`src/rtl/regfile_write_arbiter_pkg.sv`:
```
// Shared types for the register-file write arbiter: FSM states, grant encodings
// and the starvation-counter width helper.
package regfile_write_arbiter_pkg;

  typedef enum logic {
    ARB_ST_NORMAL,
    ARB_ST_FORCE
  } arb_state_e;

  typedef enum logic [1:0] {
    ARB_G_NONE,
    ARB_G_WB,
    ARB_G_MDU,
    ARB_G_DBG
  } arb_grant_e;

  // Counter width able to hold 0..max.
  function automatic int cnt_w(input int max);
    return (max < 1) ? 1 : $clog2(max + 1);
  endfunction

endpackage

```
`src/rtl/regfile_write_arbiter_scoreboard.sv`:
```
// Pending-write scoreboard for MDU destinations: one bit per register,
// set on issue, cleared on MDU write-back, two combinational lookups.
module reg_scoreboard #(
  parameter int REGFILE_SIZE = 32,
  parameter int ADDR_W       = 5
) (
  input  logic              clk,
  input  logic              rst_n,
  input  logic              set_en,
  input  logic [ADDR_W-1:0] set_adr,
  input  logic              clr_en,
  input  logic [ADDR_W-1:0] clr_adr,
  input  logic [ADDR_W-1:0] radr1,
  input  logic [ADDR_W-1:0] radr2,
  output logic              hit1,
  output logic              hit2,
  output logic              busy
);

  logic [REGFILE_SIZE-1:0] pend, pend_nxt;

  // Clear first so a same-address set in the same cycle wins; $0 never pends.
  always_comb begin
    pend_nxt = pend;
    if (clr_en) pend_nxt[clr_adr] = 1'b0;
    if (set_en && set_adr != '0) pend_nxt[set_adr] = 1'b1;
    pend_nxt[0] = 1'b0;
  end

  always_ff @(posedge clk) begin
    if (!rst_n) pend <= '0;
    else        pend <= pend_nxt;
  end

  assign hit1 = pend[radr1];
  assign hit2 = pend[radr2];
  assign busy = |pend;

endmodule

```
`src/rtl/regfile_write_arbiter.sv`:
```
// Arbitrates the single register-file write port among WB, MDU and DBG,
// with MDU starvation forcing and a pending-write hazard scoreboard.
module regfile_write_arbiter
  import regfile_write_arbiter_pkg::*;
#(
  parameter int REGFILE_SIZE = 32,
  parameter int ADDR_W       = 5,
  parameter int DATA_W       = 32,
  parameter int STARVE_MAX   = 4
) (
  input  logic              clk,
  input  logic              rst_n,
  input  logic              wb_valid,
  input  logic [ADDR_W-1:0] wb_adr,
  input  logic [DATA_W-1:0] wb_data,
  output logic              wb_stall,
  input  logic              mdu_valid,
  input  logic [ADDR_W-1:0] mdu_adr,
  input  logic [DATA_W-1:0] mdu_data,
  output logic              mdu_ready,
  input  logic              dbg_valid,
  input  logic [ADDR_W-1:0] dbg_adr,
  input  logic [DATA_W-1:0] dbg_data,
  output logic              dbg_ready,
  input  logic              issue_valid,
  input  logic [ADDR_W-1:0] issue_adr,
  input  logic [ADDR_W-1:0] radr1,
  input  logic [ADDR_W-1:0] radr2,
  output logic              hazard,
  output logic              busy,
  output logic              rf_we,
  output logic [ADDR_W-1:0] rf_wadr,
  output logic [DATA_W-1:0] rf_wdata
);

  localparam int CW = cnt_w(STARVE_MAX);

  arb_state_e        state, state_nxt;
  arb_grant_e        grant;
  logic              rr_dbg;
  logic [CW-1:0]     cnt;
  logic              starving;
  logic [ADDR_W-1:0] g_adr;
  logic [DATA_W-1:0] g_data;
  logic              hit1, hit2;

  always_ff @(posedge clk) begin
    if (!rst_n) state <= ARB_ST_NORMAL;
    else        state <= state_nxt;
  end

  always_comb begin
    state_nxt = state;
    grant     = ARB_G_NONE;
    wb_stall  = 1'b0;
    case (state)
      ARB_ST_NORMAL: begin
        if (wb_valid)                          grant = ARB_G_WB;
        else if (mdu_valid && (!dbg_valid || !rr_dbg)) grant = ARB_G_MDU;
        else if (dbg_valid)                    grant = ARB_G_DBG;
      end
      ARB_ST_FORCE: begin
        // One-cycle excursion: either MDU lands or it withdrew.
        wb_stall  = 1'b1;
        if (mdu_valid) grant = ARB_G_MDU;
        state_nxt = ARB_ST_NORMAL;
      end
      default: state_nxt = ARB_ST_NORMAL;
    endcase
    mdu_ready = (grant == ARB_G_MDU);
    dbg_ready = (grant == ARB_G_DBG);
    starving  = mdu_valid && !mdu_ready;
    if (state == ARB_ST_NORMAL && starving && cnt == CW'(STARVE_MAX - 1))
      state_nxt = ARB_ST_FORCE;
  end

  always_ff @(posedge clk) begin
    if (!rst_n) begin
      cnt    <= '0;
      rr_dbg <= 1'b0;
    end else begin
      if (!starving)                    cnt <= '0;
      else if (cnt != CW'(STARVE_MAX))  cnt <= cnt + 1'b1;
      if (grant == ARB_G_MDU || grant == ARB_G_DBG) rr_dbg <= !rr_dbg;
    end
  end

  always_comb begin
    g_adr  = wb_adr;
    g_data = wb_data;
    case (grant)
      ARB_G_MDU: begin g_adr = mdu_adr; g_data = mdu_data; end
      ARB_G_DBG: begin g_adr = dbg_adr; g_data = dbg_data; end
      default: ;
    endcase
  end

  // Address/data hold on idle cycles; $0 grants complete but never write.
  always_ff @(posedge clk) begin
    if (!rst_n) begin
      rf_we    <= 1'b0;
      rf_wadr  <= '0;
      rf_wdata <= '0;
    end else begin
      rf_we <= (grant != ARB_G_NONE) && (g_adr != '0);
      if (grant != ARB_G_NONE) begin
        rf_wadr  <= g_adr;
        rf_wdata <= g_data;
      end
    end
  end

  reg_scoreboard #(.REGFILE_SIZE(REGFILE_SIZE), .ADDR_W(ADDR_W)) u_sb (
    .clk     (clk),
    .rst_n   (rst_n),
    .set_en  (issue_valid),
    .set_adr (issue_adr),
    .clr_en  (mdu_ready),
    .clr_adr (mdu_adr),
    .radr1   (radr1),
    .radr2   (radr2),
    .hit1    (hit1),
    .hit2    (hit2),
    .busy    (busy)
  );

  assign hazard = hit1 | hit2;

endmodule

```
`config.mk`:
```
export PLATFORM = sky130hd
export DESIGN_NAME = regfile_write_arbiter
export DESIGN_NICKNAME = d
export VERILOG_FILES = /design/src/rtl/regfile_write_arbiter_pkg.sv /design/src/rtl/regfile_write_arbiter_scoreboard.sv /design/src/rtl/regfile_write_arbiter.sv
export SDC_FILE = /design/constraint.sdc
export NUM_CORES = 1
export LEC_CHECK = 0
export ABC_CLOCK_PERIOD_IN_PS = 6300
export CAP_MARGIN = 0
export CORE_ASPECT_RATIO = 0.6
export CORE_MARGIN = 4
export CORE_UTILIZATION = 46
export DETAILED_ROUTE_END_ITERATION = 12
export PLACE_DENSITY_LB_ADDON = 0.25
export SLEW_MARGIN = 20
export SYNTH_ARGS = -nofsm -noshare
export SYNTH_HDL_FRONTEND = slang
export SYNTH_SLANG_ARGS = --single-unit
export TNS_END_PERCENT = 30
```
`constraint.sdc`:
```
create_clock -name clk -period 6.3 [get_ports clk]
set_input_delay 1.575 -clock clk [delete_from_list [all_inputs] [get_ports clk]]
set_output_delay 1.575 -clock clk [all_outputs]
set_load 0.005 [all_outputs]
```
==> impl_metrics.xml, run 1 <==
<?xml version="1.0" encoding="UTF-8"?>
<metrics>
  <group name="run_status">
    <metric name="status" unit="">finished clean</metric>
  </group>
  <group name="placement">
    <metric name="preCtsSetupSlack" unit="ps">809.3</metric>
    <metric name="port_buffers" unit="">174</metric>
    <metric name="gp_congestion" unit="">0.9824</metric>
    <metric name="dp_hpwl" unit="mm">10.66</metric>
    <metric name="place_inst" unit="">718</metric>
  </group>
  <group name="setup_path">
    <metric name="worst-endpoint-arrival" unit="ps">3910</metric>
    <metric name="critical-path-slowest-cell" unit="">clkdlybuf4s50_1</metric>
    <metric name="critical_path_type" unit="">input pin to primary output</metric>
    <metric name="timing.critical_path.to_type" unit="">primary output</metric>
    <metric name="worstPathMaxFanout" unit="">9</metric>
    <metric name="cp.required" unit="ps">4720</metric>
    <metric name="r2r_setup_slack" unit="ps">4060</metric>
    <metric name="cp_cell_sequence" unit="">clkdlybuf4s50_1, mux4_1, mux2_2, a31oi_1, o211ai_1, clkdlybuf4s50_1</metric>
    <metric name="path_common_cell" unit="">clkdlybuf4s50_1</metric>
    <metric name="cp_slowest_stage_delay" unit="ps">710</metric>
    <metric name="crit_path_start_kind" unit="">input pin</metric>
  </group>
  <group name="route">
    <metric name="dr.pass1.iters" unit="">7</metric>
    <metric name="post_drt_via_cell_ratio" unit="">5.947</metric>
    <metric name="total_number_of_vias" unit="">4371</metric>
    <metric name="wl" unit="mm">14.53</metric>
    <metric name="final_antenna_net_count" unit="">0</metric>
    <metric name="dr.first_iter.drc_count" unit="">403</metric>
    <metric name="drt_drc_violations_left" unit="">0</metric>
    <metric name="wire_per_inst" unit="µm">19.76</metric>
  </group>
  <group name="timing">
    <metric name="maxClockFrequency" unit="GHz">0.1823</metric>
    <metric name="drv_slew" unit="">0</metric>
    <metric name="worst_slack" unit="ps">815.2</metric>
    <metric name="hold_viol" unit="">0</metric>
    <metric name="final.setup.tns" unit="ps">0</metric>
    <metric name="layout_worst_path_cycle_share" unit="">0.8706</metric>
    <metric name="rsz0062_at_grt" unit="">no</metric>
    <metric name="report.final.setup_viol" unit="">0</metric>
    <metric name="slew-limit-headroom" unit="">0.4995</metric>
    <metric name="period_needed" unit="ps">5485</metric>
    <metric name="finClkSkew" unit="ps">3.141</metric>
    <metric name="worst_slew_pin_slew" unit="ps">749.2</metric>
  </group>
  <group name="clocking">
    <metric name="cts_inserted_buffers" unit="">9</metric>
    <metric name="cts.hold.buffers_added" unit="">0</metric>
    <metric name="htree_levels" unit="">3</metric>
    <metric name="clock_tree_from_tritoncts" unit="">yes</metric>
    <metric name="cts.path.max_buffers" unit="">2</metric>
    <metric name="cts.repair_timing.setup_buffer_count" unit="">0</metric>
    <metric name="clock_latency" unit="ps">330</metric>
    <metric name="ctsResizeCount" unit="">0</metric>
    <metric name="numClockSinks" unit="">74</metric>
    <metric name="cts.reportedPaths.clkPinSlew" unit="ps">60</metric>
    <metric name="clock-root-buffer" unit="">clkbuf_16</metric>
  </group>
  <group name="pwr">
    <metric name="power.switching" unit="mW">0.3200</metric>
    <metric name="pwr-share-clk" unit="">0.422</metric>
    <metric name="comb_power_share" unit="">0.199</metric>
    <metric name="power_density" unit="nW/µm²">219.8</metric>
    <metric name="vdd_ir_drop_max" unit="V">0.0001269</metric>
    <metric name="power_switching_share" unit="">0.2384</metric>
    <metric name="share_seq_of_total_power" unit="">0.379</metric>
    <metric name="power.internal" unit="mW">1.023</metric>
    <metric name="static-leakage-power" unit="nW">2.314</metric>
  </group>
  <group name="die">
    <metric name="fp.coreArea" unit="µm²">8523</metric>
    <metric name="io_pins" unit="">175</metric>
    <metric name="initial_utilization" unit="">0.4723</metric>
    <metric name="design.die.area" unit="µm²">10360</metric>
    <metric name="die_height" unit="µm">80.46</metric>
    <metric name="fp.dieW" unit="µm">128.8</metric>
    <metric name="row_count" unit="">26</metric>
  </group>
  <group name="grt">
    <metric name="grt_pass1_wl" unit="mm">22.27</metric>
    <metric name="globalRouteTotalUtil" unit="">0.2764</metric>
    <metric name="grt_pass1_vias" unit="">4229</metric>
    <metric name="number_of_antenna_violations_at_the_first_check_in_global_routing" unit="">0</metric>
    <metric name="largest_net_degree_at_the_start_of_global_routing" unit="">72</metric>
    <metric name="grt.overflow.total" unit="">0</metric>
  </group>
  <group name="synthesis">
    <metric name="ys_async_sr_fraction" unit="">0</metric>
    <metric name="yosys_warnings" unit="">0</metric>
    <metric name="ys_top_cells_by_area" unit="">dfxtp_1, nand2_1, o21ai_0, a21boi_0, mux4_2</metric>
    <metric name="synth_edf_count" unit="">0</metric>
    <metric name="syn-num-nets" unit="">601</metric>
    <metric name="yosys.area.top_type_share" unit="">0.3680</metric>
    <metric name="synth_top_area_cell" unit="">dfxtp_1</metric>
    <metric name="yosysSeqAreaShare" unit="">0.3680</metric>
    <metric name="dominantRegCellSynth" unit="">dfxtp_1</metric>
    <metric name="synth-seq-cells" unit="">74</metric>
    <metric name="netlist-cell-type-count" unit="">43</metric>
    <metric name="syn-mean-instance-area" unit="µm²">8.638</metric>
    <metric name="synthesis.instances" unit="">466</metric>
    <metric name="synth_area" unit="µm²">4025</metric>
  </group>
  <group name="cells_and_area">
    <metric name="antenna_cells" unit="">0</metric>
    <metric name="finish.net_count" unit="">753</metric>
    <metric name="final_layout_size_suffix_gt1_frac" unit="">0.05778</metric>
    <metric name="stdcell_count" unit="">735</metric>
    <metric name="final.fill_count" unit="">664</metric>
    <metric name="area.growth.synth_to_final" unit="%">51.76</metric>
  </group>
  <group name="hold_path">
    <metric name="hold_path_class" unit="">flip-flop to flip-flop</metric>
  </group>
  <group name="flow_run">
    <metric name="maxCapViolCount" unit="">0</metric>
  </group>
</metrics>
[power by group through the flow]
stage               clock, mW  combinational (mW)  sequential, mW
global placement            0               0.259           0.517
floorplan                   0               0.105           0.518
global route            0.593               0.287           0.512
detailed placement          0               0.263           0.518
finish                  0.566               0.267           0.509
CTS                     0.571               0.265           0.509
[area by class of cell]
| cell class | count | area (µm²) | area share |
|---|---|---|---|
| multi-input cells | 350 | 2349 | 0.3845 |
| well taps | 112 | 140.1 | 0.02294 |
| repair buffers | 178 | 1789 | 0.2929 |
| flip-flops and latches | 74 | 1481 | 0.2425 |
| clock buffers | 12 | 256.5 | 0.04199 |
| clock inverters | 4 | 73.82 | 0.01209 |
| inverters | 5 | 18.77 | 0.003073 |
[cell usage after synthesis, types with 7 or more instances]
library cell and number:
nand2_1 94, dfxtp_1 74, o21ai_0 66, a21boi_0 31, a222oi_1 20, a31oi_1 19, o211a_1 19, clkbuf_1 15
nor2_1 12, buf_2 11, a21oi_1 9, mux4_2 9, nor4_1 7
[sequential cells by signal (all words and copies together) (netlist names)]
name,flops
cnt,3
rf_wadr,5
rf_wdata,32
rf_we,1
rr_dbg,1
state,1
u_sb.pend,31
[worst paths after layout]
check,start,endpoint,cells after the start
setup / recovery,radr2[0],hazard,6
hold / removal,rf_wdata[23],rf_wdata[23],1
hold reg to reg,rf_wdata[23],rf_wdata[23],1
setup reg to reg,state,rf_we,6
[stage by stage]
stage          power (mW)  hold WS (ps)  area, µm²    util
6_report            1.343         498.8       6108  0.7167
5_1_grt             1.392         512.8       6108  0.7167
4_1_cts             1.345         499.5       6078  0.7132
3_5_place_dp       0.7810         486.6       5748  0.6744
3_3_place_gp       0.7758         469.1       5748  0.6744
2_1_floorplan      0.6224         456.7       4025       -
[cells in the final DEF (no fill, tap or decap), drive strengths merged, types with 6 or more instances in the layout]
cell type / Yosys / layout
a21boi: 31 / 31
a21oi: 9 / 9
a222oi: 20 / 20
a31oi: 19 / 19
clkbuf: 15 / 12
clkdlybuf4s50: 0 / 173
dfxtp: 74 / 74
mux4: 13 / 13
nand2: 94 / 94
nand2b: 7 / 7
nor2: 12 / 12
nor2b: 6 / 6
nor4: 7 / 7
o211a: 19 / 19
o21ai: 67 / 67
[worst max-delay path, delay by kind of cell]
| kind | cells | cell delay (ps) |
|---|---|---|
| AO/OA/AOI/OAI | 2 | 280 |
| buffers and inverters | 2 | 1170 |
| multiplexers | 2 | 890 |
[cells by family (layout without fill, tap and decap cells)]
logic type | count (synthesis) | after routing | synth area share
compound gates | 173 | 173 | 0.2941
simple gates | 151 | 151 | 0.1731
flops | 74 | 74 | 0.3680
buf+inv | 42 | 199 | 0.05377
mux | 21 | 21 | 0.09729
fa+ha+maj | 3 | 3 | 0.009326
xor+xnor | 2 | 2 | 0.004353
[metal layers]
metal,share of wire,global-route usage,up-vias
li1,-,-,2052
met1,0.42,0.3677,2080
met2,0.44,0.4215,223
met3,0.13,0.1143,16
met4,0.0093,0.05870,0
met5,0,0,-
(Power assumes the default switching activity.)
==> run 2, diff against run 1 <==
--- a/config.mk
+++ b/config.mk
@@ -5,11 +5,11 @@
 export SDC_FILE = /design/constraint.sdc
 export NUM_CORES = 1
 export LEC_CHECK = 0
-export ABC_CLOCK_PERIOD_IN_PS = 6300
+export ABC_CLOCK_PERIOD_IN_PS = 4950
 export CAP_MARGIN = 0
 export CORE_ASPECT_RATIO = 0.6
 export CORE_MARGIN = 4
-export CORE_UTILIZATION = 46
+export CORE_UTILIZATION = 39
 export DETAILED_ROUTE_END_ITERATION = 12
 export PLACE_DENSITY_LB_ADDON = 0.25
 export SLEW_MARGIN = 20
==> constraint.sdc (replaced) <==
create_clock -name clk -period 4.95 [get_ports clk]
set_input_delay 1.2375 -clock clk [delete_from_list [all_inputs] [get_ports clk]]
set_output_delay 1.2375 -clock clk [all_outputs]
set_load 0.005 [all_outputs]
==> run 2 against run 1 <==
Flip-flop and latch count unchanged. Register-to-register slack worse by 1400 ps. Clock power up 15%. Global-route usage down 2.9 points. Wire length up 3.8%. Clock skew up 0.80 ps. Sequential share of layout area about the same. Count of clock-buffer cells in the layout down 2. Sequential power up 28%. Non-clock buffer count unchanged. Hold slack better by 1.4 ps. Power up 22%. Critical endpoint unchanged.
==> impl_metrics.xml, run 2 (synthesis results as in run 1) <==
<?xml version="1.0" encoding="UTF-8"?>
<metrics>
  <group name="grt">
    <metric name="grt_pass1_wl" unit="mm">23.59</metric>
    <metric name="grt_pass1_vias" unit="">4386</metric>
    <metric name="grt.overflow.total" unit="">0</metric>
    <metric name="number_of_antenna_violations_at_the_first_check_in_global_routing" unit="">1</metric>
    <metric name="largest_net_degree_at_the_start_of_global_routing" unit="">72</metric>
    <metric name="globalRouteTotalUtil" unit="">0.2478</metric>
  </group>
  <group name="setup_path">
    <metric name="cp.required" unit="ps">3710</metric>
    <metric name="critical_path_type" unit="">input pin to primary output</metric>
    <metric name="timing.critical_path.to_type" unit="">primary output</metric>
    <metric name="worstPathMaxFanout" unit="">9</metric>
    <metric name="crit_path_start_kind" unit="">input pin</metric>
    <metric name="worst-endpoint-arrival" unit="ps">3590</metric>
  </group>
  <group name="cells_and_area">
    <metric name="area.growth.synth_to_final" unit="%">51.57</metric>
    <metric name="largest-register" unit="">rf_wdata</metric>
    <metric name="antenna_cells" unit="">0</metric>
    <metric name="fin_util" unit="">0.6132</metric>
    <metric name="final_layout_size_suffix_gt1_frac" unit="">0.05788</metric>
    <metric name="finish.net_count" unit="">753</metric>
    <metric name="largest_reg_flops" unit="">32</metric>
    <metric name="layout_commonest_cell" unit="">clkdlybuf4s50_1</metric>
    <metric name="final.fill_count" unit="">833</metric>
    <metric name="reg_top3" unit="">rf_wdata (32), u_sb.pend (31), rf_wadr (5)</metric>
    <metric name="layout.cells.most_common_list" unit="">clkdlybuf4s50_1, nand2_1, dfxtp_1</metric>
  </group>
  <group name="timing">
    <metric name="hold_viol" unit="">0</metric>
    <metric name="final.setup.tns" unit="ps">0</metric>
    <metric name="period_needed" unit="ps">4823</metric>
    <metric name="rsz0062_at_grt" unit="">no</metric>
    <metric name="slew-limit-headroom" unit="">0.4681</metric>
    <metric name="worst_slack" unit="ps">127.0</metric>
    <metric name="finClkSkew" unit="ps">3.940</metric>
    <metric name="drv_slew" unit="">0</metric>
    <metric name="maxClockFrequency" unit="GHz">0.2073</metric>
    <metric name="layout_worst_path_cycle_share" unit="">0.9743</metric>
    <metric name="worst_slew_pin_slew" unit="ps">796.2</metric>
    <metric name="report.final.setup_viol" unit="">0</metric>
  </group>
  <group name="die">
    <metric name="row_count" unit="">28</metric>
    <metric name="initial_utilization" unit="">0.4046</metric>
    <metric name="die_height" unit="µm">86.69</metric>
    <metric name="fp.dieW" unit="µm">139.2</metric>
    <metric name="fp.coreArea" unit="µm²">9950</metric>
    <metric name="io_pins" unit="">175</metric>
    <metric name="design.die.area" unit="µm²">12060</metric>
  </group>
  <group name="placement">
    <metric name="gp_congestion" unit="">0.8786</metric>
    <metric name="port_buffers" unit="">174</metric>
    <metric name="dp_hpwl" unit="mm">11.17</metric>
    <metric name="preCtsSetupSlack" unit="ps">140.4</metric>
  </group>
  <group name="route">
    <metric name="wl" unit="mm">15.08</metric>
    <metric name="drt_drc_violations_left" unit="">0</metric>
    <metric name="final_antenna_net_count" unit="">0</metric>
    <metric name="dr.first_iter.drc_count" unit="">341</metric>
    <metric name="post_drt_via_cell_ratio" unit="">5.872</metric>
    <metric name="dr.pass1.iters" unit="">6</metric>
    <metric name="total_number_of_vias" unit="">4445</metric>
    <metric name="wire_per_inst" unit="µm">19.92</metric>
  </group>
  <group name="hold_path">
    <metric name="hold_path_class" unit="">flip-flop to flip-flop</metric>
  </group>
  <group name="pwr">
    <metric name="power_density" unit="nW/µm²">269.1</metric>
    <metric name="static-leakage-power" unit="nW">2.292</metric>
    <metric name="vdd_ir_drop_max" unit="V">0.0002023</metric>
    <metric name="totalPowerFinal" unit="mW">1.642</metric>
  </group>
  <group name="clocking">
    <metric name="htree_levels" unit="">3</metric>
    <metric name="ctsResizeCount" unit="">0</metric>
    <metric name="numClockSinks" unit="">74</metric>
    <metric name="cts.hold.buffers_added" unit="">0</metric>
    <metric name="cts_inserted_buffers" unit="">9</metric>
    <metric name="clock_tree_from_tritoncts" unit="">yes</metric>
    <metric name="cts.path.max_buffers" unit="">2</metric>
    <metric name="cts.reportedPaths.clkPinSlew" unit="ps">60</metric>
    <metric name="clock-root-buffer" unit="">clkbuf_16</metric>
    <metric name="cts.repair_timing.setup_buffer_count" unit="">0</metric>
    <metric name="clock_latency" unit="ps">330</metric>
  </group>
  <group name="run_status">
    <metric name="status" unit="">finished clean</metric>
  </group>
  <group name="flow_run">
    <metric name="maxCapViolCount" unit="">0</metric>
  </group>
</metrics>
run 2: path summary, 6_finish.rpt:
path	slack, ps	to	from	cells past startpoint
setup / recovery	130	hazard	radr2[0]	6
hold / removal	500	rf_wdata[7]	rf_wdata[7]	1
setup reg to reg	2640	rf_we	state	6
hold reg to reg	500	rf_wdata[7]	rf_wdata[7]	1
run 2: worst max-delay path, stage by stage:
cell	delay, ps
clkdlybuf4s50_1	720
mux4_1	610
mux2_2	280
a31oi_1	160
o211ai_1	110
clkdlybuf4s50_1	460
run 2: where the power goes:
group	switching (mW)	total [mW]	internal, mW
Combinational	0.138	0.343	0.204
Sequential	0.0206	0.649	0.628
Clock	0.251	0.650	0.399
Total	0.410	1.64	1.23
run 2: stage by stage:
stage / instances / hold slack (ps) / area [µm²]
2_1_floorplan: 466 / 456.7 / 4025
4_1_cts: 756 / 504.8 / 6071
3_5_place_dp: 741 / 487.6 / 5777
6_report: 757 / 500.3 / 6101
3_3_place_gp: 741 / 468.7 / 5777
5_1_grt: 757 / 523.5 / 6101
run 2: layout make-up:
type,instances,area [µm²],area share
Clock inverter,5,55.05,0.009024
Timing Repair Buffer,178,1789,0.2933
Inverter,5,18.77,0.003076
Sequential cell,74,1481,0.2428
Clock buffer,10,239.0,0.03917
Multi-Input combinational cell,350,2349,0.3849
Tap cell,135,168.9,0.02769
run 2: metal layers:
layer | GRT usage | wire length, µm | vias to the layer above
met1 | 0.3327 | 6702 | 2125
li1 | - | - | 2046
met3 | 0.09647 | 1777 | 22
met5 | 0 | 13 | -
met2 | 0.3782 | 6408 | 250
met4 | 0.06128 | 178 | 2
==> run 3, diff against run 2 <==
--- a/config.mk
+++ b/config.mk
@@ -5,11 +5,13 @@
 export SDC_FILE = /design/constraint.sdc
 export NUM_CORES = 1
 export LEC_CHECK = 0
+export ABC_AREA = 1
 export ABC_CLOCK_PERIOD_IN_PS = 4950
 export CAP_MARGIN = 0
 export CORE_ASPECT_RATIO = 0.6
 export CORE_MARGIN = 4
 export CORE_UTILIZATION = 39
+export CTS_CLUSTER_SIZE = 40
 export DETAILED_ROUTE_END_ITERATION = 12
 export PLACE_DENSITY_LB_ADDON = 0.25
 export SLEW_MARGIN = 20
==> run 3 against run 2 <==
Flip-flop and latch count stayed put. Cell count is 27% higher. Clock power is 1% higher. Maximum frequency is 7.2% higher. Sequential power hardly changed. Highest routed layer is now met4.
==> impl_metrics.xml, run 3 <==
<?xml version="1.0" encoding="UTF-8"?>
<metrics>
  <group name="timing">
    <metric name="drv_slew" unit="">0</metric>
    <metric name="rsz0062_at_grt" unit="">no</metric>
    <metric name="worst_slew_pin_slew" unit="ps">934.9</metric>
    <metric name="slew-limit-headroom" unit="">0.3761</metric>
    <metric name="period_needed" unit="ps">4497</metric>
    <metric name="layout_worst_path_cycle_share" unit="">0.9085</metric>
    <metric name="maxClockFrequency" unit="GHz">0.2224</metric>
    <metric name="report.final.setup_viol" unit="">0</metric>
    <metric name="finClkSkew" unit="ps">6.578</metric>
    <metric name="hold_viol" unit="">0</metric>
    <metric name="final.setup.tns" unit="ps">0</metric>
  </group>
  <group name="pwr">
    <metric name="power_density" unit="nW/µm²">265.4</metric>
    <metric name="totalPowerFinal" unit="mW">1.677</metric>
    <metric name="vdd_ir_drop_max" unit="V">0.0001527</metric>
    <metric name="static-leakage-power" unit="nW">2.476</metric>
  </group>
  <group name="setup_path">
    <metric name="r2r_setup_slack" unit="ps">2730</metric>
    <metric name="worst_r2r_endpoint" unit="">rf_wdata[31]</metric>
    <metric name="worstPathMaxFanout" unit="">12</metric>
    <metric name="critical_path_type" unit="">input pin to primary output</metric>
    <metric name="timing.critical_path.to_type" unit="">primary output</metric>
    <metric name="crit-reg2reg-launch" unit="">state</metric>
    <metric name="crit_start" unit="">radr1[0]</metric>
    <metric name="worst-endpoint-arrival" unit="ps">3260</metric>
    <metric name="cp.required" unit="ps">3710</metric>
    <metric name="timing.critical_path.to" unit="">hazard</metric>
    <metric name="crit_path_start_kind" unit="">input pin</metric>
    <metric name="worst_reg2reg_path_depth" unit="">7</metric>
  </group>
  <group name="route">
    <metric name="total_number_of_vias" unit="">5287</metric>
    <metric name="wire_per_inst" unit="µm">17.53</metric>
    <metric name="wl" unit="mm">16.85</metric>
    <metric name="met1Wirelength" unit="mm">7.520</metric>
    <metric name="final_antenna_net_count" unit="">0</metric>
    <metric name="dr.first_iter.drc_count" unit="">402</metric>
    <metric name="met3_length" unit="mm">2.004</metric>
    <metric name="top_layer_used" unit="">met4</metric>
    <metric name="met2_routed_wirelength" unit="mm">7.161</metric>
    <metric name="post_drt_via_cell_ratio" unit="">5.502</metric>
    <metric name="dr.pass1.iters" unit="">5</metric>
    <metric name="drt_drc_violations_left" unit="">0</metric>
  </group>
  <group name="synthesis">
    <metric name="post_synth_most_frequent_cells" unit="">nand2_1, o21ai_0, a21oi_1</metric>
    <metric name="syn-num-nets" unit="">796</metric>
    <metric name="netlist-cell-type-count" unit="">28</metric>
    <metric name="yosysSeqAreaShare" unit="">0.3476</metric>
    <metric name="synthesis.instances" unit="">661</metric>
    <metric name="ys_async_sr_fraction" unit="">0</metric>
    <metric name="synth_edf_count" unit="">0</metric>
    <metric name="dominantRegCellSynth" unit="">dfxtp_1</metric>
    <metric name="syn-mean-instance-area" unit="µm²">6.447</metric>
    <metric name="synth_area" unit="µm²">4262</metric>
    <metric name="yosys.area.top_type_share" unit="">0.3476</metric>
    <metric name="synth_top_area_cell" unit="">dfxtp_1</metric>
    <metric name="ys_top_cells_by_area" unit="">dfxtp_1, nand2_1, o21ai_0, a21oi_1, nand3_1</metric>
    <metric name="yosys_warnings" unit="">0</metric>
    <metric name="synthMostInstantiatedCell" unit="">nand2_1</metric>
    <metric name="synth-seq-cells" unit="">74</metric>
  </group>
  <group name="flow_run">
    <metric name="maxCapViolCount" unit="">0</metric>
  </group>
  <group name="grt">
    <metric name="grt.overflow.total" unit="">0</metric>
    <metric name="grt_pass1_vias" unit="">5023</metric>
    <metric name="globalRouteTotalUtil" unit="">0.2654</metric>
    <metric name="largest_net_degree_at_the_start_of_global_routing" unit="">42</metric>
    <metric name="number_of_antenna_violations_at_the_first_check_in_global_routing" unit="">0</metric>
    <metric name="grt_pass1_wl" unit="mm">26.44</metric>
  </group>
  <group name="placement">
    <metric name="dp_hpwl" unit="mm">12.80</metric>
    <metric name="place_inst" unit="">946</metric>
    <metric name="place_area" unit="µm²">6026</metric>
    <metric name="port_buffers" unit="">174</metric>
    <metric name="gp_congestion" unit="">1.003</metric>
  </group>
  <group name="die">
    <metric name="design.die.area" unit="µm²">12720</metric>
    <metric name="die_height" unit="µm">88.97</metric>
    <metric name="fp.coreArea" unit="µm²">10630</metric>
    <metric name="row_count" unit="">29</metric>
    <metric name="io_pins" unit="">175</metric>
    <metric name="fp.dieW" unit="µm">143.0</metric>
    <metric name="initial_utilization" unit="">0.4008</metric>
  </group>
  <group name="clocking">
    <metric name="htree_levels" unit="">3</metric>
    <metric name="cts.repair_timing.setup_buffer_count" unit="">0</metric>
    <metric name="clock_latency" unit="ps">330</metric>
    <metric name="numClockSinks" unit="">74</metric>
    <metric name="cts.reportedPaths.clkPinSlew" unit="ps">60</metric>
    <metric name="clock-root-buffer" unit="">clkbuf_16</metric>
    <metric name="cts.hold.buffers_added" unit="">0</metric>
    <metric name="clock_tree_from_tritoncts" unit="">yes</metric>
    <metric name="ctsResizeCount" unit="">0</metric>
    <metric name="cts.path.max_buffers" unit="">2</metric>
    <metric name="cts_inserted_buffers" unit="">9</metric>
  </group>
  <group name="cells_and_area">
    <metric name="layout.cells.most_common_list" unit="">nand2_1, clkdlybuf4s50_1, o21ai_0</metric>
    <metric name="antenna_cells" unit="">0</metric>
    <metric name="layout_commonest_cell" unit="">nand2_1</metric>
    <metric name="stdcell_count" unit="">961</metric>
    <metric name="area.growth.synth_to_final" unit="%">48.30</metric>
    <metric name="finish.net_count" unit="">953</metric>
    <metric name="reg_top3" unit="">rf_wdata (32), u_sb.pend (31), rf_wadr (5)</metric>
    <metric name="final.fill_count" unit="">948</metric>
    <metric name="total_non_filler_cell_area_in_the_finished_layout" unit="µm²">6320</metric>
    <metric name="final_layout_size_suffix_gt1_frac" unit="">0.03528</metric>
    <metric name="largest-register" unit="">rf_wdata</metric>
    <metric name="largest_reg_flops" unit="">32</metric>
  </group>
  <group name="hold_path">
    <metric name="hold_path_class" unit="">flip-flop to flip-flop</metric>
  </group>
  <group name="run_status">
    <metric name="status" unit="">finished clean</metric>
  </group>
</metrics>
[run 3: cell count changes in the layout (fill, tap and decap cells not counted), moves of 27 or more]
| cell | delta |
|---|---|
| a21boi_0 | -31 |
| a21oi_1 | +67 |
| inv_1 | +47 |
| a22oi_1 | +27 |
| nand3_1 | +41 |
| nand2_1 | +82 |
| nor2_1 | +34 |
[run 3: area by class of cell]
| type | count | area [µm²] | area share |
|---|---|---|---|
| clock buffer | 11 | 242.7 | 0.03841 |
| clock inverter | 4 | 51.30 | 0.008117 |
| sequential | 74 | 1481 | 0.2344 |
| inverter | 54 | 205.2 | 0.03247 |
| multi-input combinational | 498 | 2371 | 0.3752 |
| timing repair buffer | 181 | 1794 | 0.2839 |
| tap | 139 | 173.9 | 0.02752 |
[run 3: how the worst min path moves through the flow]
| stage | startpoint | depth (start not counted) | slack (ps) | end |
|---|---|---|---|---|
| after global routing | cnt[2] | 2 | 540 | cnt[1] |
| after CTS | rr_dbg | 2 | 490 | rr_dbg |
| after detailed placement | rr_dbg | 2 | 480 | rr_dbg |
| after global placement | rr_dbg | 2 | 460 | rr_dbg |
| after floorplan | rr_dbg | 2 | 440 | rr_dbg |
| final | rr_dbg | 2 | 490 | rr_dbg |
[run 3: cells by family (layout without fill, tap and decap cells)]
family | after synthesis | in the layout | share of synthesized area
adder cells (fa/ha/maj) | 3 | 3 | 0.008809
buffers and inverters | 89 | 250 | 0.09601
XOR/XNOR | 1 | 1 | 0.002056
AND/OR/NAND/NOR | 293 | 293 | 0.2877
flip-flops | 74 | 74 | 0.3476
AO/OA/AOI/OAI | 201 | 201 | 0.2578
[run 3: through the flow]
step / util / setup WS (ps) / hold WS, ps
after global placement: 0.5668 / 465.0 / 457.9
after floorplan: - / 1596 / 444.2
after CTS: 0.5944 / 453.5 / 489.5
after global routing: 0.5944 / 281.3 / 539.7
after detailed placement: 0.5668 / 453.5 / 475.7
final: 0.5944 / 452.7 / 491.5
[run 3: worst max-delay path, stage by stage]
cell and delay (ps):
clkdlybuf4s50_1 690, buf_4 260, nor2_1 50, nor2_1 80, o21ai_0 80, nand3_1 100, nand3_1 70, nand3_1 70
nand2_1 50, nand2_1 70, clkdlybuf4s50_1 500
[run 3: layer usage]
metal | global-route usage | vias to the layer above
met5 | 0 | -
met4 | 0.05436 | 0
met1 | 0.3817 | 2454
li1 | - | 2546
met3 | 0.06841 | 18
met2 | 0.4050 | 269
[run 3: report_power, final]
part | internal, mW | switching [mW] | leakage (nW)
logic | 0.199 | 0.170 | 1.73
registers | 0.628 | 0.0207 | 0.608
clock network | 0.402 | 0.256 | 0.142
total | 1.23 | 0.447 | 2.48
